**config.mk**
```make
export PLATFORM = sky130hd
export DESIGN_NAME = uart_cmd_rx_flat
export DESIGN_NICKNAME = d
export VERILOG_FILES = /design/src/rtl/uart_pkg.sv /design/src/rtl/uart_cmd_rx_if.sv /design/src/rtl/uart_cmd_rx_byte.sv /design/src/rtl/uart_cmd_rx.sv /design/src/flat_wrapper.sv
export SDC_FILE = /design/constraint.sdc
export NUM_CORES = 1
export LEC_CHECK = 0
export ABC_AREA = 1
export CAP_MARGIN = 20
export CORE_MARGIN = 2
export CORE_UTILIZATION = 51
export DETAILED_ROUTE_END_ITERATION = 10
export PLACE_DENSITY = 0.72
export SYNTH_ARGS = -nofsm -noshare
export SYNTH_HDL_FRONTEND = slang
export SYNTH_SLANG_ARGS = --single-unit
```
**constraint.sdc**
```tcl
create_clock -name clk -period 2.65 [get_ports clk]
set_clock_uncertainty 0.15 [all_clocks]
set_input_delay 0.6625 -clock clk [delete_from_list [all_inputs] [get_ports clk]]
set_output_delay 0.6625 -clock clk [all_outputs]
set_load 0.01 [all_outputs]
```
**src/rtl/uart_pkg.sv**
```systemverilog
// Shared definitions for the debug-link UART command receiver.
//   - byte_state_e  : byte deserialiser FSM encoding
//   - frame_state_e : command frame parser FSM encoding
//   - SYNC_BYTE_DEFAULT and the command codes understood by top-level control
//   - frame_csum()  : checksum of a SYNC/CMD/ARG triple
package uart_pkg;

  typedef enum logic [2:0] {
    ByteIdle,
    ByteStart,
    ByteData,
    ByteStop,
    ByteBreak
  } byte_state_e;

  typedef enum logic [1:0] {
    FrameWaitSync,
    FrameGetCmd,
    FrameGetArg,
    FrameGetCsum
  } frame_state_e;

  localparam logic [7:0] SYNC_BYTE_DEFAULT = 8'hA5;

  localparam logic [7:0] CMD_HALT  = 8'h01;
  localparam logic [7:0] CMD_RUN   = 8'h02;
  localparam logic [7:0] CMD_STEP  = 8'h03;
  localparam logic [7:0] CMD_RESET = 8'h04;

  function automatic logic [7:0] frame_csum(input logic [7:0] sync_b, input logic [7:0] cmd_b,
                                            input logic [7:0] arg_b);
    return sync_b ^ cmd_b ^ arg_b;
  endfunction

endpackage

```
**src/rtl/uart_cmd_rx_if.sv**
```systemverilog
// Output bundle of the UART command receiver.
//   byte_valid/byte_data : received-byte strobe and value
//   cmd_valid/cmd/arg    : validated command strobe and its fields
//   frame_err, csum_err, timeout_err : one-cycle error strobes
//   err_count            : saturating error count
// master: driven by uart_cmd_rx; slave: consumed by halt/step/reset control.
interface uart_cmd_rx_if;
  logic       byte_valid;
  logic [7:0] byte_data;
  logic       cmd_valid;
  logic [7:0] cmd;
  logic [7:0] arg;
  logic       frame_err;
  logic       csum_err;
  logic       timeout_err;
  logic [7:0] err_count;

  modport master (
    output byte_valid, byte_data, cmd_valid, cmd, arg,
    output frame_err, csum_err, timeout_err, err_count
  );

  modport slave (
    input byte_valid, byte_data, cmd_valid, cmd, arg,
    input frame_err, csum_err, timeout_err, err_count
  );
endinterface

```
**src/rtl/uart_cmd_rx_byte.sv**
```systemverilog
// 8N1 byte deserialiser: 2-FF input synchroniser, bit timer and byte FSM.
// Ports:
//   clk, rst   : clock, synchronous active-high reset
//   rx         : asynchronous serial input, idle high
//   byte_valid : one-cycle strobe, byte_data holds a correctly framed byte
//   byte_data  : last correctly framed byte
//   frame_err  : one-cycle strobe, stop bit sampled low
module uart_rx_byte
  import uart_pkg::*;
#(
  parameter int unsigned CLKS_PER_BIT = 104
) (
  input  logic       clk,
  input  logic       rst,
  input  logic       rx,
  output logic       byte_valid,
  output logic [7:0] byte_data,
  output logic       frame_err
);

  localparam int unsigned CntW = $clog2(CLKS_PER_BIT);
  // Timer counts down to zero; the sample happens on the cycle it reads zero.
  localparam logic [CntW-1:0] HalfLoad = CntW'(CLKS_PER_BIT / 2 - 1);
  localparam logic [CntW-1:0] BitLoad  = CntW'(CLKS_PER_BIT - 1);

  logic            rx_meta_q;
  logic            rx_s_q;
  logic            rx_prev_q;
  byte_state_e     state_q;
  logic [CntW-1:0] cnt_q;
  logic [2:0]      bit_q;
  logic [7:0]      shift_q;
  logic            byte_valid_q;
  logic [7:0]      byte_data_q;
  logic            frame_err_q;

  always_ff @(posedge clk) begin
    if (rst) begin
      rx_meta_q    <= 1'b1;
      rx_s_q       <= 1'b1;
      rx_prev_q    <= 1'b1;
      state_q      <= ByteIdle;
      cnt_q        <= '0;
      bit_q        <= '0;
      shift_q      <= '0;
      byte_valid_q <= 1'b0;
      byte_data_q  <= '0;
      frame_err_q  <= 1'b0;
    end else begin
      rx_meta_q    <= rx;
      rx_s_q       <= rx_meta_q;
      rx_prev_q    <= rx_s_q;
      byte_valid_q <= 1'b0;
      frame_err_q  <= 1'b0;

      case (state_q)
        ByteIdle: begin
          if (rx_prev_q && !rx_s_q) begin
            cnt_q   <= HalfLoad;
            state_q <= ByteStart;
          end
        end

        ByteStart: begin
          if (cnt_q == '0) begin
            if (rx_s_q) begin
              // Line back high at mid start bit: glitch, not a character.
              state_q <= ByteIdle;
            end else begin
              cnt_q   <= BitLoad;
              bit_q   <= '0;
              state_q <= ByteData;
            end
          end else begin
            cnt_q <= cnt_q - 1'b1;
          end
        end

        ByteData: begin
          if (cnt_q == '0) begin
            shift_q <= {rx_s_q, shift_q[7:1]};
            cnt_q   <= BitLoad;
            if (bit_q == 3'd7) begin
              state_q <= ByteStop;
            end else begin
              bit_q <= bit_q + 3'd1;
            end
          end else begin
            cnt_q <= cnt_q - 1'b1;
          end
        end

        ByteStop: begin
          if (cnt_q == '0) begin
            if (rx_s_q) begin
              byte_valid_q <= 1'b1;
              byte_data_q  <= shift_q;
              state_q      <= ByteIdle;
            end else begin
              frame_err_q <= 1'b1;
              state_q     <= ByteBreak;
            end
          end else begin
            cnt_q <= cnt_q - 1'b1;
          end
        end

        ByteBreak: begin
          // A held-low line reports one framing error, then waits for idle.
          if (rx_s_q) begin
            state_q <= ByteIdle;
          end
        end

        default: state_q <= ByteIdle;
      endcase
    end
  end

  assign byte_valid = byte_valid_q;
  assign byte_data  = byte_data_q;
  assign frame_err  = frame_err_q;

endmodule

```
**src/rtl/uart_cmd_rx.sv**
```systemverilog
// UART command receiver for the debug link. Deserialises 8N1 bytes from rx and parses
// 4-byte frames SYNC, CMD, ARG, CSUM (CSUM = SYNC ^ CMD ^ ARG).
// Ports:
//   clk, rst : 12 MHz board clock, synchronous active-high reset
//   rx       : asynchronous serial input, idle high
//   bus      : uart_cmd_rx_if.master output bundle (byte, command and error strobes)
module uart_cmd_rx
  import uart_pkg::*;
#(
  parameter int unsigned CLKS_PER_BIT = 104,
  parameter int unsigned TIMEOUT_BITS = 32,
  parameter logic [7:0]  SYNC_BYTE    = SYNC_BYTE_DEFAULT
) (
  input  logic          clk,
  input  logic          rst,
  input  logic          rx,
  uart_cmd_rx_if.master bus
);

  localparam int unsigned TimeoutCycles = TIMEOUT_BITS * CLKS_PER_BIT;
  localparam int unsigned TmoW          = $clog2(TimeoutCycles);
  localparam logic [TmoW-1:0] TmoLast   = TmoW'(TimeoutCycles - 1);

  logic       byte_valid;
  logic [7:0] byte_data;
  logic       frame_err;

  uart_rx_byte #(
    .CLKS_PER_BIT(CLKS_PER_BIT)
  ) u_byte (
    .clk       (clk),
    .rst       (rst),
    .rx        (rx),
    .byte_valid(byte_valid),
    .byte_data (byte_data),
    .frame_err (frame_err)
  );

  frame_state_e    state_q;
  logic [7:0]      cmd_lat_q;
  logic [7:0]      arg_lat_q;
  logic [7:0]      cmd_q;
  logic [7:0]      arg_q;
  logic            cmd_valid_q;
  logic            csum_err_q;
  logic            timeout_err_q;
  logic [TmoW-1:0] tmo_cnt_q;
  logic [7:0]      err_count_q;
  logic            err_any;

  // Strobes never overlap a cycle boundary, so OR-ing them counts coincident ones once.
  assign err_any = frame_err | csum_err_q | timeout_err_q;

  always_ff @(posedge clk) begin
    if (rst) begin
      state_q       <= FrameWaitSync;
      cmd_lat_q     <= '0;
      arg_lat_q     <= '0;
      cmd_q         <= '0;
      arg_q         <= '0;
      cmd_valid_q   <= 1'b0;
      csum_err_q    <= 1'b0;
      timeout_err_q <= 1'b0;
      tmo_cnt_q     <= '0;
      err_count_q   <= '0;
    end else begin
      cmd_valid_q   <= 1'b0;
      csum_err_q    <= 1'b0;
      timeout_err_q <= 1'b0;

      // byte_valid is checked first so it beats a coincident timeout.
      if (byte_valid) begin
        tmo_cnt_q <= '0;
        case (state_q)
          FrameWaitSync: begin
            if (byte_data == SYNC_BYTE) begin
              state_q <= FrameGetCmd;
            end
          end
          FrameGetCmd: begin
            cmd_lat_q <= byte_data;
            state_q   <= FrameGetArg;
          end
          FrameGetArg: begin
            arg_lat_q <= byte_data;
            state_q   <= FrameGetCsum;
          end
          FrameGetCsum: begin
            if (byte_data == frame_csum(SYNC_BYTE, cmd_lat_q, arg_lat_q)) begin
              cmd_valid_q <= 1'b1;
              cmd_q       <= cmd_lat_q;
              arg_q       <= arg_lat_q;
            end else begin
              csum_err_q <= 1'b1;
            end
            state_q <= FrameWaitSync;
          end
          default: state_q <= FrameWaitSync;
        endcase
      end else if (state_q != FrameWaitSync) begin
        if (frame_err) begin
          state_q   <= FrameWaitSync;
          tmo_cnt_q <= '0;
        end else if (tmo_cnt_q == TmoLast) begin
          timeout_err_q <= 1'b1;
          state_q       <= FrameWaitSync;
          tmo_cnt_q     <= '0;
        end else begin
          tmo_cnt_q <= tmo_cnt_q + 1'b1;
        end
      end

      if (err_any && (err_count_q != 8'hFF)) begin
        err_count_q <= err_count_q + 8'd1;
      end
    end
  end

  assign bus.byte_valid  = byte_valid;
  assign bus.byte_data   = byte_data;
  assign bus.frame_err   = frame_err;
  assign bus.cmd_valid   = cmd_valid_q;
  assign bus.cmd         = cmd_q;
  assign bus.arg         = arg_q;
  assign bus.csum_err    = csum_err_q;
  assign bus.timeout_err = timeout_err_q;
  assign bus.err_count   = err_count_q;

endmodule

```
**src/flat_wrapper.sv**
```systemverilog
// flat-port wrapper written by rule: the top's interface ports become plain ports
module uart_cmd_rx_flat import uart_pkg::*;
#(
  parameter int unsigned CLKS_PER_BIT = 104,
  parameter int unsigned TIMEOUT_BITS = 32,
  parameter logic [7:0]  SYNC_BYTE    = SYNC_BYTE_DEFAULT
)
  (clk, rst, rx, bus_byte_valid, bus_byte_data, bus_cmd_valid, bus_cmd, bus_arg, bus_frame_err, bus_csum_err, bus_timeout_err, bus_err_count);
  uart_cmd_rx_if bus_i ();
  input  logic clk;
  input  logic rst;
  input  logic rx;
  output wire logic [$bits(bus_i.byte_valid)-1:0] bus_byte_valid;
  output wire logic [$bits(bus_i.byte_data)-1:0] bus_byte_data;
  output wire logic [$bits(bus_i.cmd_valid)-1:0] bus_cmd_valid;
  output wire logic [$bits(bus_i.cmd)-1:0] bus_cmd;
  output wire logic [$bits(bus_i.arg)-1:0] bus_arg;
  output wire logic [$bits(bus_i.frame_err)-1:0] bus_frame_err;
  output wire logic [$bits(bus_i.csum_err)-1:0] bus_csum_err;
  output wire logic [$bits(bus_i.timeout_err)-1:0] bus_timeout_err;
  output wire logic [$bits(bus_i.err_count)-1:0] bus_err_count;
  assign bus_byte_valid = bus_i.byte_valid;
  assign bus_byte_data = bus_i.byte_data;
  assign bus_cmd_valid = bus_i.cmd_valid;
  assign bus_cmd = bus_i.cmd;
  assign bus_arg = bus_i.arg;
  assign bus_frame_err = bus_i.frame_err;
  assign bus_csum_err = bus_i.csum_err;
  assign bus_timeout_err = bus_i.timeout_err;
  assign bus_err_count = bus_i.err_count;
  uart_cmd_rx #(.CLKS_PER_BIT(CLKS_PER_BIT), .TIMEOUT_BITS(TIMEOUT_BITS), .SYNC_BYTE(SYNC_BYTE)) u_core (.clk(clk), .rst(rst), .rx(rx), .bus(bus_i));
endmodule
```
==> impl_metrics.yaml, run 1 <==
clocking:
  cts.clk_slew.worst_paths_ns: 0.09
  cts_max_level: 3
  clk_latency_ns: 0.36
  holdBufCountCts: 0
  cts_buffer_depth: 2
  numCtsBuffers: 9
  clkSinkCount: 91
  postCtsSetupRepairBufs: 0
  cts_tree: "built"
  cts-root-buf: "clkbuf_8"
  ctsResizeCount: 0
route:
  drt_wl_total_mm: 8.915
  first_pass_iters: 5
  drc: 0
  dr.first_iter.drc_count: 158
  via_per_inst: 5.078
  vias: 3844
  routedWlPerCell_um: 11.78
  ant_nets: 0
synthesis:
  ys_seq_elements: 91
  ys_top_cells_by_count: "nand2_1, dfxtp_1, inv_1, nor2_1, a21oi_1"
  synth_area_leader_cell: "dfxtp_1"
  syn_nets: 622
  ys.flop_type: "dfxtp_1"
  netlist_area_um2: 4282
  ys_seq_area_share_pct: 42.55
  synth_edf_count: 0
  synth_cells: 609
  avgSynthCellArea_um2: 7.031
  yosysWarnings: 0
  synth_most_common_cell: "nand2_1"
  synthArstFlopShare_pct: 0
  yosysUniqueCellTypes: 33
  yosys-top-cells-area: "dfxtp_1, nand2_1, inv_1"
  synth.top_cell.area_share_pct: 42.55
placed_design:
  dpl-instance-area_um2: 4772
  dp_hpwl_mm: 6.387
  portBuffers: 39
  gp_congestion: 0.8655
pwr:
  swShare_pct: 24.15
  combinationalPowerShare_pct: 10.1
  peakVddDrop_uv: 360.7
  p_int_uw: 2136
  p_seq_share_pct: 50.0
  power_density_nw_per_um2: 561.8
  switchingPower_uw: 680.2
  power_frac_clock_pct: 40.0
  power_leakage_uw: 0.002060
worst_setup_path:
  critPathKind: "flip-flop to output port"
  cp.required_ns: 1.84
  critPathTopFamily: "buffers and inverters"
  crit_arrival_ns: 1.45
  worstPathCellList: "clkdlybuf4s50_1"
  worst-r2r-setup-slack_ns: 0.69
  worst_setup_path_start_kind: "flip-flop"
  crit_buf_inv: 1
  crit_path_end_kind: "output port"
  rr_worst_depth: 9
  critPathMaxStageDelay_ns: 0.61
  slowest_stage: "clkdlybuf4s50_1"
  crit_cells: 1
  critPathMaxFanout: 8
global_routing:
  grt_max_degree: 53
  grt_pass1_wl_mm: 15.01
  antenna_found_initial: 0
  overflow: 0
  grt_usage_pct: 20.60
  grt_pass1_vias: 3321
timing:
  min_period_over_period_pct: 85.30
  period_needed_ns: 2.260
  finalSetupViolCount: 0
  setup_tns_ns: 0
  rsz0062_at_grt: "false"
  finalMaxSlewViolations: 0
  timing.slew.headroom_pct: 55.88
  fmax_mhz: 442.4
  hold_viol: 0
  worstMarginPinSlew_ns: 0.6612
min_path:
  holdPathStages: 1
  hp-class: "flip-flop to flip-flop"
die:
  rows: 33
  die_h_um: 95.63
  dieArea_um2: 9144
  dieWidth_um: 95.63
  initial_core_util_pct: 52.37
  coreArea_um2: 8175
  num_io_pins: 40
flow_run:
  maxCapViolations: 0
layout:
  areaGrowthSynthToFinish_pct: 17.10
  drive_gt1_share_pct: 8.436
  nNetsFinal: 660
  postLayoutCellArea_um2: 5014
  diodes: 0
status:
  status: "completed"
cells in the final DEF, fill, tap and decap left out, types with 8 or more instances in the layout:
cell               n
inv_1             82
inv_2             10
nor3_1            11
nand2_2           14
nand3_1           35
nor2_1            60
clkdlybuf4s50_1   39
a21oi_1           51
dfxtp_1           91
nand2_1          126
clkbuf_8          10
ha_1              10
o21ai_0           46
xor2_1             8
nand4_1           22
per-stage QoR:
| step | total power (µW) | utilization (%) | hold slack (ns) | setup slack [ns] | cells |
|---|---|---|---|---|---|
| 2_1_floorplan | 1660 | - | 0.2395 | 0.9381 | 609 |
| 3_3_place_gp | 1712 | 58.37 | 0.2425 | 0.5794 | 741 |
| 3_5_place_dp | 1720 | 58.37 | 0.2480 | 0.5575 | 741 |
| 4_1_cts | 2834 | 61.33 | 0.2690 | 0.3611 | 757 |
| 5_1_grt | 2936 | 61.33 | 0.2729 | 0.3281 | 757 |
| 6_report | 2817 | 61.33 | 0.2676 | 0.3895 | 757 |
sequential cells by signal, summed over array words and instances, names as in the netlist, 8 cells and up:
| name | cells |
|---|---|
| u_core.arg_lat_q | 8 |
| u_core.bus.err_count | 8 |
| u_core.bus.arg | 8 |
| u_core.tmo_cnt_q | 12 |
| u_core.u_byte.shift_q | 8 |
| u_core.cmd_lat_q | 8 |
| u_core.bus.cmd | 8 |
| u_core.u_byte.byte_data | 8 |
worst paths after layout:
path,startpoint,end
hold reg to reg,u_core.u_byte.rx_meta_q,u_core.u_byte.rx_s_q
setup reg to reg,u_core.u_byte.byte_data[4],u_core.bus.cmd[2]
hold / removal,u_core.u_byte.rx_meta_q,u_core.u_byte.rx_s_q
setup / recovery,u_core.u_byte.byte_valid,bus_byte_valid
cell families after synthesis:
family          Yosys count  synth area share, %
simple gates            285                30.19
buf+inv                 111                10.05
compound gates          102                12.24
flops                    91                42.55
xor+xnor                 10                2.046
fa+ha+maj                10                2.922
layout make-up:
cell class | count | area (µm²)
well taps | 105 | 131.4
flip-flops and latches | 91 | 1822
multi-input cells | 407 | 2029
clock inverters | 5 | 100.1
fillers | 732 | 3162
repair buffers | 43 | 432.9
inverters | 95 | 356.6
clock buffers | 11 | 141.4
power by group through the flow:
stage	Clock (µW)	Combinational [µW]	Sequential (µW)
3_5_place_dp	0	280	1440
4_1_cts	1150	281	1410
5_1_grt	1200	323	1410
3_3_place_gp	0	273	1440
2_1_floorplan	0	225	1440
6_report	1130	283	1410
layer usage:
metal	vias to the layer above	global-route usage, %	share of wire, %
met5	-	0	0
met4	0	7.500	1.3
met3	10	3.953	4.0
met2	67	31.88	45
met1	1736	28.56	49
li1	2031	-	-
Note: power is estimated with default switching activity, not from simulation.
==> run 2, diff against run 1 <==
--- a/config.mk
+++ b/config.mk
@@ -5,12 +5,12 @@
 export SDC_FILE = /design/constraint.sdc
 export NUM_CORES = 1
 export LEC_CHECK = 0
-export ABC_AREA = 1
+export ABC_AREA = 0
 export CAP_MARGIN = 20
 export CORE_MARGIN = 2
 export CORE_UTILIZATION = 51
 export DETAILED_ROUTE_END_ITERATION = 10
-export PLACE_DENSITY = 0.72
+export PLACE_DENSITY = 0.73
 export SYNTH_ARGS = -nofsm -noshare
 export SYNTH_HDL_FRONTEND = slang
 export SYNTH_SLANG_ARGS = --single-unit
==> run 2 against run 1 <==
Compared with the run above: die area fell by 4.8%; sequential power rose by 4%; non-clock buffer count rose by 5; highest routed layer unchanged; first-iteration DRC count fell by 23%; clock power barely moved; wire length rose by 0.64%; power rose by 6.7%; area after synthesis fell by 5.0%; core utilization rose by 0.77 points; largest cell class unchanged; global-route usage rose by 1.1 points; critical path depth did not move; cell count fell by 22%.
==> impl_metrics.yaml, run 2 <==
status:
  status: "completed"
worst_setup_path:
  crit_end: "bus_frame_err"
  slowest_stage: "clkdlybuf4s50_1"
  crit_path_end_kind: "output port"
  crit_buf_inv: 1
  timing.rr.end: "u_core.state_q[1]"
  critPathMaxFanout: 9
  worst_setup_path_start_kind: "flip-flop"
  crit_cells: 1
  rr_worst_depth: 5
  timing.rr.start: "u_core.u_byte.byte_data[5]"
  critPathTopFamily: "buffers and inverters"
  crit_arrival_ns: 1.50
  worst-r2r-setup-slack_ns: 0.35
  critPathKind: "flip-flop to output port"
  startpoint: "u_core.u_byte.frame_err"
  critPathMaxStageDelay_ns: 0.61
  cp.required_ns: 1.84
  worstPathCellList: "clkdlybuf4s50_1"
synthesis:
  synth_most_common_cell: "dfxtp_1"
  ys_top_cells_by_count: "dfxtp_1, nor2_1, nand2_1, a21oi_1, nand3_1"
  synth_edf_count: 0
  synth_cells: 451
  synthArstFlopShare_pct: 0
  syn_nets: 464
  yosysUniqueCellTypes: 52
  yosys-top-cells-area: "dfxtp_1, mux2i_1, nor2_1"
  ys_seq_elements: 91
  synth.top_cell.area_share_pct: 44.77
  avgSynthCellArea_um2: 9.022
  ys.flop_type: "dfxtp_1"
  synth_area_leader_cell: "dfxtp_1"
  yosysWarnings: 0
  ys_seq_area_share_pct: 44.77
  netlist_area_um2: 4069
die:
  coreArea_um2: 7727
  num_io_pins: 40
  initial_core_util_pct: 52.66
  rows: 32
  dieArea_um2: 8709
  dieWidth_um: 93.32
  die_h_um: 93.32
route:
  drc: 0
  dr.first_iter.drc_count: 122
  routedWlPerCell_um: 15.13
  vias: 3256
  ant_nets: 0
  via_per_inst: 5.491
  first_pass_iters: 4
  drt_wl_total_mm: 8.972
global_routing:
  grt_usage_pct: 21.69
  grt_max_degree: 63
  grt_pass1_vias: 3207
  antenna_found_initial: 0
  overflow: 0
  grt_pass1_wl_mm: 15.15
clocking:
  cts.clk_slew.worst_paths_ns: 0.08
  clk_latency_ns: 0.36
  holdBufCountCts: 0
  cts_tree: "built"
  numCtsBuffers: 9
  cts_max_level: 3
  cts_buffer_depth: 2
  ctsResizeCount: 0
  postCtsSetupRepairBufs: 0
  cts-root-buf: "clkbuf_8"
  clkSinkCount: 91
pwr:
  power_frac_clock_pct: 37.2
  combinationalPowerShare_pct: 14.1
  power_density_nw_per_um2: 626.2
  p_int_uw: 2224
  switchingPower_uw: 780.6
  peakVddDrop_uv: 403.1
  power_leakage_uw: 0.001701
  swShare_pct: 25.98
  p_seq_share_pct: 48.7
timing:
  worstMarginPinSlew_ns: 0.7211
  period_needed_ns: 2.316
  holdWs_ns: 0.2891
  min_period_over_period_pct: 87.41
  rsz0062_at_grt: "false"
  fmax_mhz: 431.7
  finalMaxSlewViolations: 0
  hold_viol: 0
  layout_setup_ws_ns: 0.3338
  setup_tns_ns: 0
  timing.slew.headroom_pct: 51.75
  finalSetupViolCount: 0
layout:
  diodes: 0
  postLayoutCellArea_um2: 4798
  final_cell_mix: "dfxtp_1, nor2_1, nand2_1"
  top_register: "u_core.tmo_cnt_q"
  nNetsFinal: 500
  final_common_cell: "dfxtp_1"
  drive_gt1_share_pct: 7.128
  areaGrowthSynthToFinish_pct: 17.93
  largest_reg_flops: 12
  nFillCells: 682
placed_design:
  portBuffers: 39
  dpl-instance-area_um2: 4558
  gp_congestion: 0.8624
  dp_slack_ns: 0.4296
  dp_hpwl_mm: 6.240
min_path:
  hp-class: "flip-flop to flip-flop"
flow_run:
  maxCapViolations: 0
run 2: cell types whose count changed after synthesis, sizes merged, moves of 14 or more:
cell / previous run / this run
o21ai: 47 / 10
nand4: 22 / 6
mux2i: 0 / 27
a21oi: 51 / 37
nand2: 140 / 44
inv: 92 / 14
run 2: per-layer routing:
layer | part of all wire, % | global-route usage [%] | wire length, µm | up-vias
met3 | 4.1 | 4.674 | 368 | 11
met5 | 0 | 0 | 0 | -
met1 | 47 | 28.70 | 4233 | 1540
li1 | - | - | - | 1640
met2 | 48 | 35.67 | 4280 | 65
met4 | 0.99 | 6.373 | 89 | 0
run 2: area by class of cell:
class                           instances  area (µm²)  share of cell area (%)
Multi-Input combinational cell        323        2091                   43.57
Sequential cell                        91        1822                   37.97
Timing Repair Buffer                   48       465.4                   9.700
Clock buffer                           11       141.4                   2.947
Tap cell                              102       127.6                   2.660
Clock inverter                          4       98.84                   2.060
Inverter                               14       52.55                   1.095
run 2: logic make-up (layout without fill, tap and decap cells):
kind of cell	Yosys count	count (layout)	synth area share, %
AOI/OAI and AO/OA	75	75	11.62
DFF	91	91	44.77
xor gates and xnor gates	23	23	7.780
and+or+nand+nor	186	186	21.49
muxes	29	29	7.196
buffers and inverters	37	77	4.059
adders and majority gates	10	10	3.075
run 2: per-stage QoR:
| stage | utilization, % | cells | total power [µW] |
|---|---|---|---|
| 6_report | 62.10 | 593 | 3005 |
| 2_1_floorplan | - | 451 | 1812 |
| 4_1_cts | 62.10 | 593 | 3022 |
| 3_3_place_gp | 58.99 | 578 | 1906 |
| 5_1_grt | 62.10 | 593 | 3147 |
| 3_5_place_dp | 58.99 | 578 | 1913 |
run 2: how the worst min path moves through the flow:
stage / startpoint / end / cells after the start / slack [ns]
final: u_core.u_byte.rx_meta_q / u_core.u_byte.rx_s_q / 1 / 0.29
after global placement: u_core.u_byte.rx_meta_q / u_core.u_byte.rx_s_q / 1 / 0.25
after CTS: u_core.u_byte.rx_meta_q / u_core.u_byte.rx_s_q / 1 / 0.28
after global routing: u_core.u_byte.rx_meta_q / u_core.u_byte.rx_s_q / 1 / 0.30
after floorplan: u_core.u_byte.rx_meta_q / u_core.u_byte.rx_s_q / 1 / 0.24
after detailed placement: u_core.u_byte.rx_meta_q / u_core.u_byte.rx_s_q / 1 / 0.27
run 2: power groups by stage:
stage | Clock, µW | Combinational [µW] | Sequential (µW)
finish | 1120 | 424 | 1460
global placement | 0 | 415 | 1490
CTS | 1140 | 422 | 1460
global route | 1200 | 477 | 1470
detailed placement | 0 | 420 | 1490
floorplan | 0 | 340 | 1470
